$ cat config.mk
export PLATFORM = sky130hd
export DESIGN_NAME = mac_seq_ctrl_flat
export DESIGN_NICKNAME = d
export VERILOG_FILES = /design/src/rtl/mac_pkg.sv /design/src/rtl/mac_seq_ctrl_if.sv /design/src/rtl/adder_4bit.sv /design/src/rtl/mac_seq_ctrl.sv /design/src/flat_wrapper.sv
export SDC_FILE = /design/constraint.sdc
export NUM_CORES = 1
export LEC_CHECK = 0
export BUFFER_PORTS_ARGS = -buffer_cell sky130_fd_sc_hd__buf_2
export CORE_UTILIZATION = 50
export DETAILED_ROUTE_END_ITERATION = 8
export PLACE_DENSITY_LB_ADDON = 0.1
export SYNTH_ARGS = -nofsm -noshare
export SYNTH_HDL_FRONTEND = slang
export SYNTH_SLANG_ARGS = --single-unit
$ cat constraint.sdc
create_clock -name clk -period 8.85 [get_ports clk]
set_clock_uncertainty 0.2 [all_clocks]
set_input_delay 0.885 -clock clk [delete_from_list [all_inputs] [get_ports clk]]
set_output_delay 0.885 -clock clk [all_outputs]
set_load 0.01 [all_outputs]
$ cat src/rtl/mac_pkg.sv
// rtl/mac_pkg.sv - shared constants and FSM state type for the MAC sequencing controller
package mac_pkg;

  localparam int OPND_W = 16;
  localparam int PROD_W = 32;
  localparam int NIB_W  = 4;

  typedef enum logic [1:0] {
    IDLE = 2'd0,
    MUL  = 2'd1,
    ACC  = 2'd2,
    DONE = 2'd3
  } mac_state_t;

endpackage

$ cat src/rtl/mac_seq_ctrl_if.sv
// rtl/mac_seq_ctrl_if.sv - operand handshake and accumulator result bundle
interface mac_seq_ctrl_if #(
  parameter int ACC_W = 40
);
  import mac_pkg::*;

  logic              in_valid;
  logic              in_ready;
  logic [OPND_W-1:0] in_a;
  logic [OPND_W-1:0] in_b;
  logic [ACC_W-1:0]  acc_out;
  logic              out_valid;

  modport master (
    output in_valid, in_a, in_b,
    input  in_ready, acc_out, out_valid
  );

  modport slave (
    input  in_valid, in_a, in_b,
    output in_ready, acc_out, out_valid
  );

endinterface

$ cat src/rtl/adder_4bit.sv
// rtl/adder_4bit.sv - 4-bit carry-select adder slice
// Low pair ripples; the high pair is precomputed for both carries and selected.
module adder_4bit
  import mac_pkg::*;
(
  input  logic [NIB_W-1:0] a,
  input  logic [NIB_W-1:0] b,
  input  logic             ci,
  output logic [NIB_W-1:0] s,
  output logic             co
);

  logic [2:0] lo_sum;
  logic [2:0] hi_sum0;
  logic [2:0] hi_sum1;

  always_comb begin
    lo_sum  = {1'b0, a[1:0]} + {1'b0, b[1:0]} + {2'b00, ci};
    hi_sum0 = {1'b0, a[3:2]} + {1'b0, b[3:2]};
    hi_sum1 = {1'b0, a[3:2]} + {1'b0, b[3:2]} + 3'd1;
    s[1:0]  = lo_sum[1:0];
    if (lo_sum[2]) begin
      s[3:2] = hi_sum1[1:0];
      co     = hi_sum1[2];
    end else begin
      s[3:2] = hi_sum0[1:0];
      co     = hi_sum0[2];
    end
  end

endmodule

$ cat src/rtl/mac_seq_ctrl.sv
// rtl/mac_seq_ctrl.sv - nibble-serial multiply-accumulate sequencer around one 4-bit adder slice
// Optional MAC_SATURATE_EN: clamp the accumulator to all ones on overflow.
module mac_seq_ctrl
  import mac_pkg::*;
#(
  parameter int ACC_W = 40
) (
  input  logic            clk,
  input  logic            rst_n,
  input  logic            clr,
  output logic            busy,
  output logic            ovf,
  mac_seq_ctrl_if.slave   bus
);

  localparam int NIB   = ACC_W / NIB_W;
  localparam int IDX_W = $clog2(NIB);

  mac_state_t        state_q;
  mac_state_t        state_d;

  logic [OPND_W-1:0] a_q;
  logic [OPND_W-1:0] b_q;
  logic [ACC_W-1:0]  prod_q;
  logic [ACC_W-1:0]  acc_q;
  logic [IDX_W-1:0]  idx_q;
  logic              carry_q;
  logic              ovf_q;

  logic              in_ready_c;
  logic              out_valid_c;
  logic              busy_c;
  logic              last_step;
  logic [PROD_W-1:0] mul_c;
  logic [NIB_W-1:0]  acc_nib;
  logic [NIB_W-1:0]  prod_nib;
  logic [NIB_W-1:0]  sum_nib;
  logic              sum_co;

  assign last_step = (idx_q == IDX_W'(NIB - 1));
  assign mul_c     = PROD_W'(a_q) * PROD_W'(b_q);
  assign acc_nib   = acc_q[NIB_W*idx_q +: NIB_W];
  assign prod_nib  = prod_q[NIB_W*idx_q +: NIB_W];

  adder_4bit u_adder (
    .a  (acc_nib),
    .b  (prod_nib),
    .ci (carry_q),
    .s  (sum_nib),
    .co (sum_co)
  );

  always_ff @(posedge clk or negedge rst_n) begin
    if (!rst_n) begin
      state_q <= IDLE;
    end else begin
      state_q <= state_d;
    end
  end

  // Outputs depend on state only, so nothing combinational reaches them from inputs.
  always_comb begin
    state_d     = state_q;
    in_ready_c  = 1'b0;
    out_valid_c = 1'b0;
    busy_c      = 1'b1;
    case (state_q)
      IDLE: begin
        in_ready_c = 1'b1;
        busy_c     = 1'b0;
        if (bus.in_valid) begin
          state_d = MUL;
        end
      end
      MUL: begin
        state_d = ACC;
      end
      ACC: begin
        if (last_step) begin
          state_d = DONE;
        end
      end
      DONE: begin
        out_valid_c = 1'b1;
        state_d     = IDLE;
      end
      default: begin
        state_d = IDLE;
      end
    endcase
  end

  always_ff @(posedge clk or negedge rst_n) begin
    if (!rst_n) begin
      a_q     <= '0;
      b_q     <= '0;
      prod_q  <= '0;
      acc_q   <= '0;
      idx_q   <= '0;
      carry_q <= 1'b0;
      ovf_q   <= 1'b0;
    end else begin
      case (state_q)
        IDLE: begin
          if (clr) begin
            acc_q <= '0;
            ovf_q <= 1'b0;
          end
          if (bus.in_valid) begin
            a_q <= bus.in_a;
            b_q <= bus.in_b;
          end
        end
        MUL: begin
          prod_q  <= ACC_W'(mul_c);
          idx_q   <= '0;
          carry_q <= 1'b0;
        end
        ACC: begin
          acc_q[NIB_W*idx_q +: NIB_W] <= sum_nib;
          carry_q                     <= sum_co;
          idx_q                       <= idx_q + IDX_W'(1);
          if (last_step && sum_co) begin
            ovf_q <= 1'b1;
`ifdef MAC_SATURATE_EN
            acc_q <= '1;
`else
            acc_q[NIB_W*idx_q +: NIB_W] <= sum_nib;
`endif
          end
        end
        default: begin
        end
      endcase
    end
  end

  assign bus.in_ready  = in_ready_c;
  assign bus.out_valid = out_valid_c;
  assign bus.acc_out   = acc_q;
  assign busy          = busy_c;
  assign ovf           = ovf_q;

endmodule
$ cat src/flat_wrapper.sv
// flat-port wrapper written by rule: the top's interface ports become plain ports
module mac_seq_ctrl_flat import mac_pkg::*;
#(
  parameter int ACC_W = 40
)
  (clk, rst_n, clr, busy, ovf, bus_in_valid, bus_in_a, bus_in_b, bus_in_ready, bus_acc_out, bus_out_valid);
  mac_seq_ctrl_if #(.ACC_W(ACC_W)) bus_i ();
  input  logic clk;
  input  logic rst_n;
  input  logic clr;
  output logic busy;
  output logic ovf;
  input wire logic [$bits(bus_i.in_valid)-1:0] bus_in_valid;
  input wire logic [$bits(bus_i.in_a)-1:0] bus_in_a;
  input wire logic [$bits(bus_i.in_b)-1:0] bus_in_b;
  output wire logic [$bits(bus_i.in_ready)-1:0] bus_in_ready;
  output wire logic [$bits(bus_i.acc_out)-1:0] bus_acc_out;
  output wire logic [$bits(bus_i.out_valid)-1:0] bus_out_valid;
  assign bus_i.in_valid = bus_in_valid;
  assign bus_i.in_a = bus_in_a;
  assign bus_i.in_b = bus_in_b;
  assign bus_in_ready = bus_i.in_ready;
  assign bus_acc_out = bus_i.acc_out;
  assign bus_out_valid = bus_i.out_valid;
  mac_seq_ctrl #(.ACC_W(ACC_W)) u_core (.clk(clk), .rst_n(rst_n), .clr(clr), .busy(busy), .ovf(ovf), .bus(bus_i));
endmodule
Yosys cells after proc, flatten, opt, wreduce, memory -nomap -nowiden

Index checks and enable logic that the tools add are counted.

Register bits: 112
Output and inout port bits: 44
Word-level logic and storage cells: 53

$add $sub $neg: 6
Multipliers: 1
Equality and inequality tests: 8
Shift operators: 4
Mux-type cells: 18
Reductions and logical operators: 8

Operators with widths:

| operator                                              | count |
|---|---|
| bitwise mux 40 bit                                    | 2 |
| 2-to-1 mux 40 bit                                     | 2 |
| one-hot mux 40 bit (2 select lines)                   | 1 |
| variable part select 40 x 7 -> 4 bit                  | 2 |
| variable shift 4 x 34 -> 40 bit, first input constant | 1 |
| variable part select 4 x 34 -> 40 bit                 | 1 |
| negation 6 -> 34 bit                                  | 1 |
| multiplier 16 x 16 -> 32 bit                          | 1 |
| one-hot mux 2 bit (4 select lines)                    | 1 |
| one-hot mux 4 bit (2 select lines)                    | 1 |
| adder 2 x 2 -> 3 bit                                  | 2 |
| 2-to-1 mux 1 bit                                      | 6 |
| 2-to-1 mux 2 bit                                      | 3 |
| AND reduction 2 bit                                   | 3 |
| adder 4 x 1 -> 4 bit, second input constant           | 1 |
| equality test 2 bit, second input constant            | 2 |
| equality test 4 bit, second input constant            | 1 |
| inequality test 2 x 1 -> 1 bit, second input constant | 2 |
| inequality test 2 bit, second input constant          | 2 |
| one-hot mux 1 bit (2 select lines)                    | 2 |
| nonzero test 2 bit                                    | 2 |
| adder 3 x 1 -> 3 bit                                  | 1 |
| adder 3 x 1 -> 3 bit, second input constant           | 1 |
| AND reduction 3 bit                                   | 1 |
| 3 further kinds                                       | 3 |

Depth between registers and ports, before layout

Depth after elaboration: 9
Depth in mapped cells: 22
Depth with buffers taken out: 21

Cells and area by module

A second synthesis with hierarchy kept.

Cell total of the unflattened synthesis: 1474
Area total of the unflattened synthesis: 14005.9 um2

By module, submodules not included:

| module       | times used | cells an instance | area each (um2) |
|---|---|---|---|
| mac_seq_ctrl | 1          | 1460              | 13865.8 |
| adder_4bit   | 1          | 14                | 140.1 |

Worst setup path before layout

Ideal clock, no wire load.

Path kind: reg-to-reg
From: register u_core.b_q[7]
To: register u_core.prod_q[21]
Arrival time: 5713 ps
Required time: 8525 ps
Slack: 2813 ps
Cell stages (with the launch flop): 22
Clock period less this slack: 6037 ps
Cell sequence: dfrtp_1 clkbuf_1 nand2_1 fa_1 inv_1 fa_1 inv_1 fa_1 inv_1 fa_1 fa_1 inv_1 fa_1 inv_1 ha_1 and2_1 and3_1 and2b_4 nor3_4 o21bai_1 xor2_1 mux2_2

Word-level cells in the longest chain between the ends: 1

RTL lines:

| element                      | RTL line            | source |
|---|---|---|
| from (decl)                  | mac_seq_ctrl.sv:23  | `logic [OPND_W-1:0] b_q;` |
| from (signal assigned)       | mac_seq_ctrl.sv:111 | `b_q <= bus.in_b;` |
| multiplier 16 x 16 -> 32 bit | mac_seq_ctrl.sv:41  | `assign mul_c = PROD_W'(a_q) * PROD_W'(b_q);` |
| to (signal assigned)         | mac_seq_ctrl.sv:115 | `prod_q <= ACC_W'(mul_c);` |
| to (decl)                    | mac_seq_ctrl.sv:24  | `logic [ACC_W-1:0] prod_q;` |

No other way between the ends.
A chain may end at the register's enable or synchronous reset.

Final worst setup path

From: register u_core.b_q[12]
To: register u_core.prod_q[29]

The elaborated chain is that of the path after synthesis.

==> run summary <==
CTS sink cnt -> 112
Crit. End Element -> flip-flop
Core area -> 0.02710 mm^2
IO buf count -> 79
Final #Nets -> 1818
Cell Area, Synth -> 0.01391 mm^2
Post-DP Area -> 0.01457 mm^2
Required @ worst endpoint -> 8.91 ns
R2r setup slk -> 2.42 ns
Data arrival, critical path -> 6.50 ns
Total number of H-tree levels -> 3
Max Clk Rate -> 155.4 MHz
Register area share after synthesis -> 20.14%
Final setup fails -> 0
Design Area, Final -> 0.01489 mm^2
DR iter-0 viols -> 713
Setup TNS -> 0 ns
Initial Utilization -> 51.34%
Largest net degree at the start of global routing -> 65
Max-cap violations -> 0
DP Wirelength -> 27390 um
Most common cell after layout, fill and taps aside -> inv_1
Crit path to -> u_core.prod_q[29]
Slew HR -> 32.40%
Number of synthesized flops with an enable pin -> 0
Drt first pass iters -> 4
Tot GR Track Use -> 27.07%
DR vias -> 10170
Final Non-Filler Cells -> 1850
Worst path slowest cell -> dfrtp_1
Synth Net Count -> 1783
Drt total wl -> 35320 um
Status -> completed
Initial antenna violation count -> 2
Hold_buf cts -> 0
Root buf cell -> clkbuf_16
Drt wl/cell -> 19.09 um
Critical path type -> flip-flop to flip-flop
Final min period -> 6.433 ns
Worst min path class -> flip-flop to flip-flop
Ratio of cells with drive above 1 in the final layout -> 12.60%
Area leader, netlist -> fa_1
First-pass GRT wire length -> 58860 um
Worst-case reg-to-reg path depth -> 18
Drt drc -> 0
Reg-to-Reg End -> u_core.prod_q[29]
CTS tree -> done
CP startpoint kind -> flip-flop
Synth Register Bits -> 112
RSZ-0062 raised after global routing -> no
Placer congestion estimate -> 0.8591
CP max stage delay -> 0.80 ns
Largest cells by area after synthesis -> fa_1 (28%), dfrtp_1 (20%), ha_1 (10%), inv_1 (6.4%), nand2_1 (6.0%)
Leading cell types in the layout, fill and taps excluded -> inv_1 (239), nand2_1 (224), fa_1 (197)
RR Startpoint -> u_core.b_q[12]
YS warnings -> 0
Worst-path clk slew -> 0.08 ns
Synthesis-to-finish area growth -> 7.005%
Max Slew Vio Count -> 0
Avg Vias per Cell -> 5.495
Gates resized, CTS repair -> 0
Syn avg cell area -> 9.690 um^2
Vias in the first global route -> 10820
Placed Cells -> 1832
Distinct cells, synth -> 75
Fin. Hold Viols -> 0
Period utilisation layout -> 72.69%
Top Ports -> 80
Chip height -> 168.8 um
Least-Margin Pin Slew -> 1.014 ns
Synth async-reset ratio -> 100.0%
CTS Buf Count -> 9
Post-CTS Setup Bufs -> 0
Die width -> 168.8 um
Post-route ant nets -> 0
Crit Path Max Fanout -> 17
Row Count -> 60
Total gr overflow -> 0
Area share of the largest cell type after synthesis -> 28.34%
Most frequent CP cell -> fa_1
Clock latency on the worst-skew pair -> 0.38 ns
Worst Setup SP -> u_core.b_q[12]
Clock tree buffer depth -> 2
Die area -> 0.02850 mm^2
Post-synthesis cell count -> 1436
Cells along the critical path -> nand2_1, fa_1, inv_1, fa_1, fa_1, fa_1, fa_1, inv_1, fa_1, inv_1, ha_1, nand2_1, o21ai_1, nand2b_1, a31oi_1, a211oi_2, a21oi_1, o311ai_1
Synth Flop Type -> dfrtp_1
per-stage QoR:
step	hold slack [ns]	setup WS [ns]	util (%)
6_report	0.2862	2.417	54.94
3_3_place_gp	0.2607	2.441	53.76
5_1_grt	0.3255	2.045	54.94
3_5_place_dp	0.2696	2.421	53.76
4_1_cts	0.2886	2.401	54.92
2_1_floorplan	0.2432	2.813	-
cells by family after synthesis:
family / share of synthesized area [%]
AOI/OAI and AO/OA: 8.965
xor gates and xnor gates: 1.196
adders and majority gates: 38.59
buffers and inverters: 8.228
DFF: 20.14
muxes: 7.535
and+or+nand+nor: 15.34
flip-flops by register name, summed over array words and instances, names as in the netlist:
signal / count
u_core.bus.acc_out: 40
u_core.prod_q: 32
u_core.a_q: 16
u_core.b_q: 16
u_core.idx_q: 4
u_core.state_q: 2
u_core.carry_q: 1
u_core.ovf: 1
worst max-delay path: cells and delay by family (launching register included):
kind	cells	cell delay, ns
AOI/OAI and AO/OA	5	1.09
adders and majority gates	7	3.69
buffers and inverters	3	0.15
and+or+nand+nor	3	0.41
DFF	1	0.80
how the worst min path moves through the flow:
stage,startpoint,slack (ns),end,depth (start not counted)
after floorplan,u_core.prod_q[27],0.24,u_core.prod_q[27],2
after global placement,u_core.prod_q[6],0.26,u_core.prod_q[6],1
after detailed placement,u_core.prod_q[6],0.27,u_core.prod_q[6],1
after CTS,u_core.prod_q[6],0.29,u_core.prod_q[6],1
after global routing,u_core.prod_q[27],0.33,u_core.prod_q[27],2
final,u_core.prod_q[6],0.29,u_core.prod_q[6],1
cell type report:
cell class              instances  area [um^2]
clock buffers                   9        225.2
flip-flops and latches        112         2804
fillers                      2458        12210
inverters                     241        904.6
clock inverters                 7        90.09
multi-input cells            1024         9967
well taps                     372        465.4
diodes                          2        5.005
repair buffers                 83        427.9
cell usage after synthesis, types with 3 or more instances:
library cell / number
inv_1: 239
nand2_1: 224
fa_1: 197
and2_1: 127
ha_1: 114
dfrtp_1: 112
mux2_2: 50
clkbuf_1: 48
o21ai_0: 36
a21oi_1: 32
nor2_1: 21
a21o_1: 19
mux4_2: 16
xnor2_1: 15
nor3_1: 14
nand3_1: 13
mux2i_1: 11
a32o_1: 8
o21a_1: 8
o21ai_1: 8
o2bb2ai_1: 8
and3_1: 7
nor2b_1: 6
nand2b_1: 5
o2111ai_1: 5
o31ai_1: 5
or3_1: 5
a211oi_1: 4
a21oi_2: 4
a22o_1: 4
buf_2: 4
nand4_1: 4
o22ai_1: 4
xor2_1: 4
buf_1: 3
nor3b_1: 3
o211ai_1: 3
metal layers:
metal  global-route usage, %  vias up  share of wire, %
met4                   6.087        0               1.5
met1                   38.01     5237                46
li1                        -     4671                 -
met5                       0        -                 0
met3                   4.279       30               4.9
met2                   44.23      228                47
Power is not shown: default switching activity piles up to over one toggle a cycle in this logic, so the estimate is an artifact.
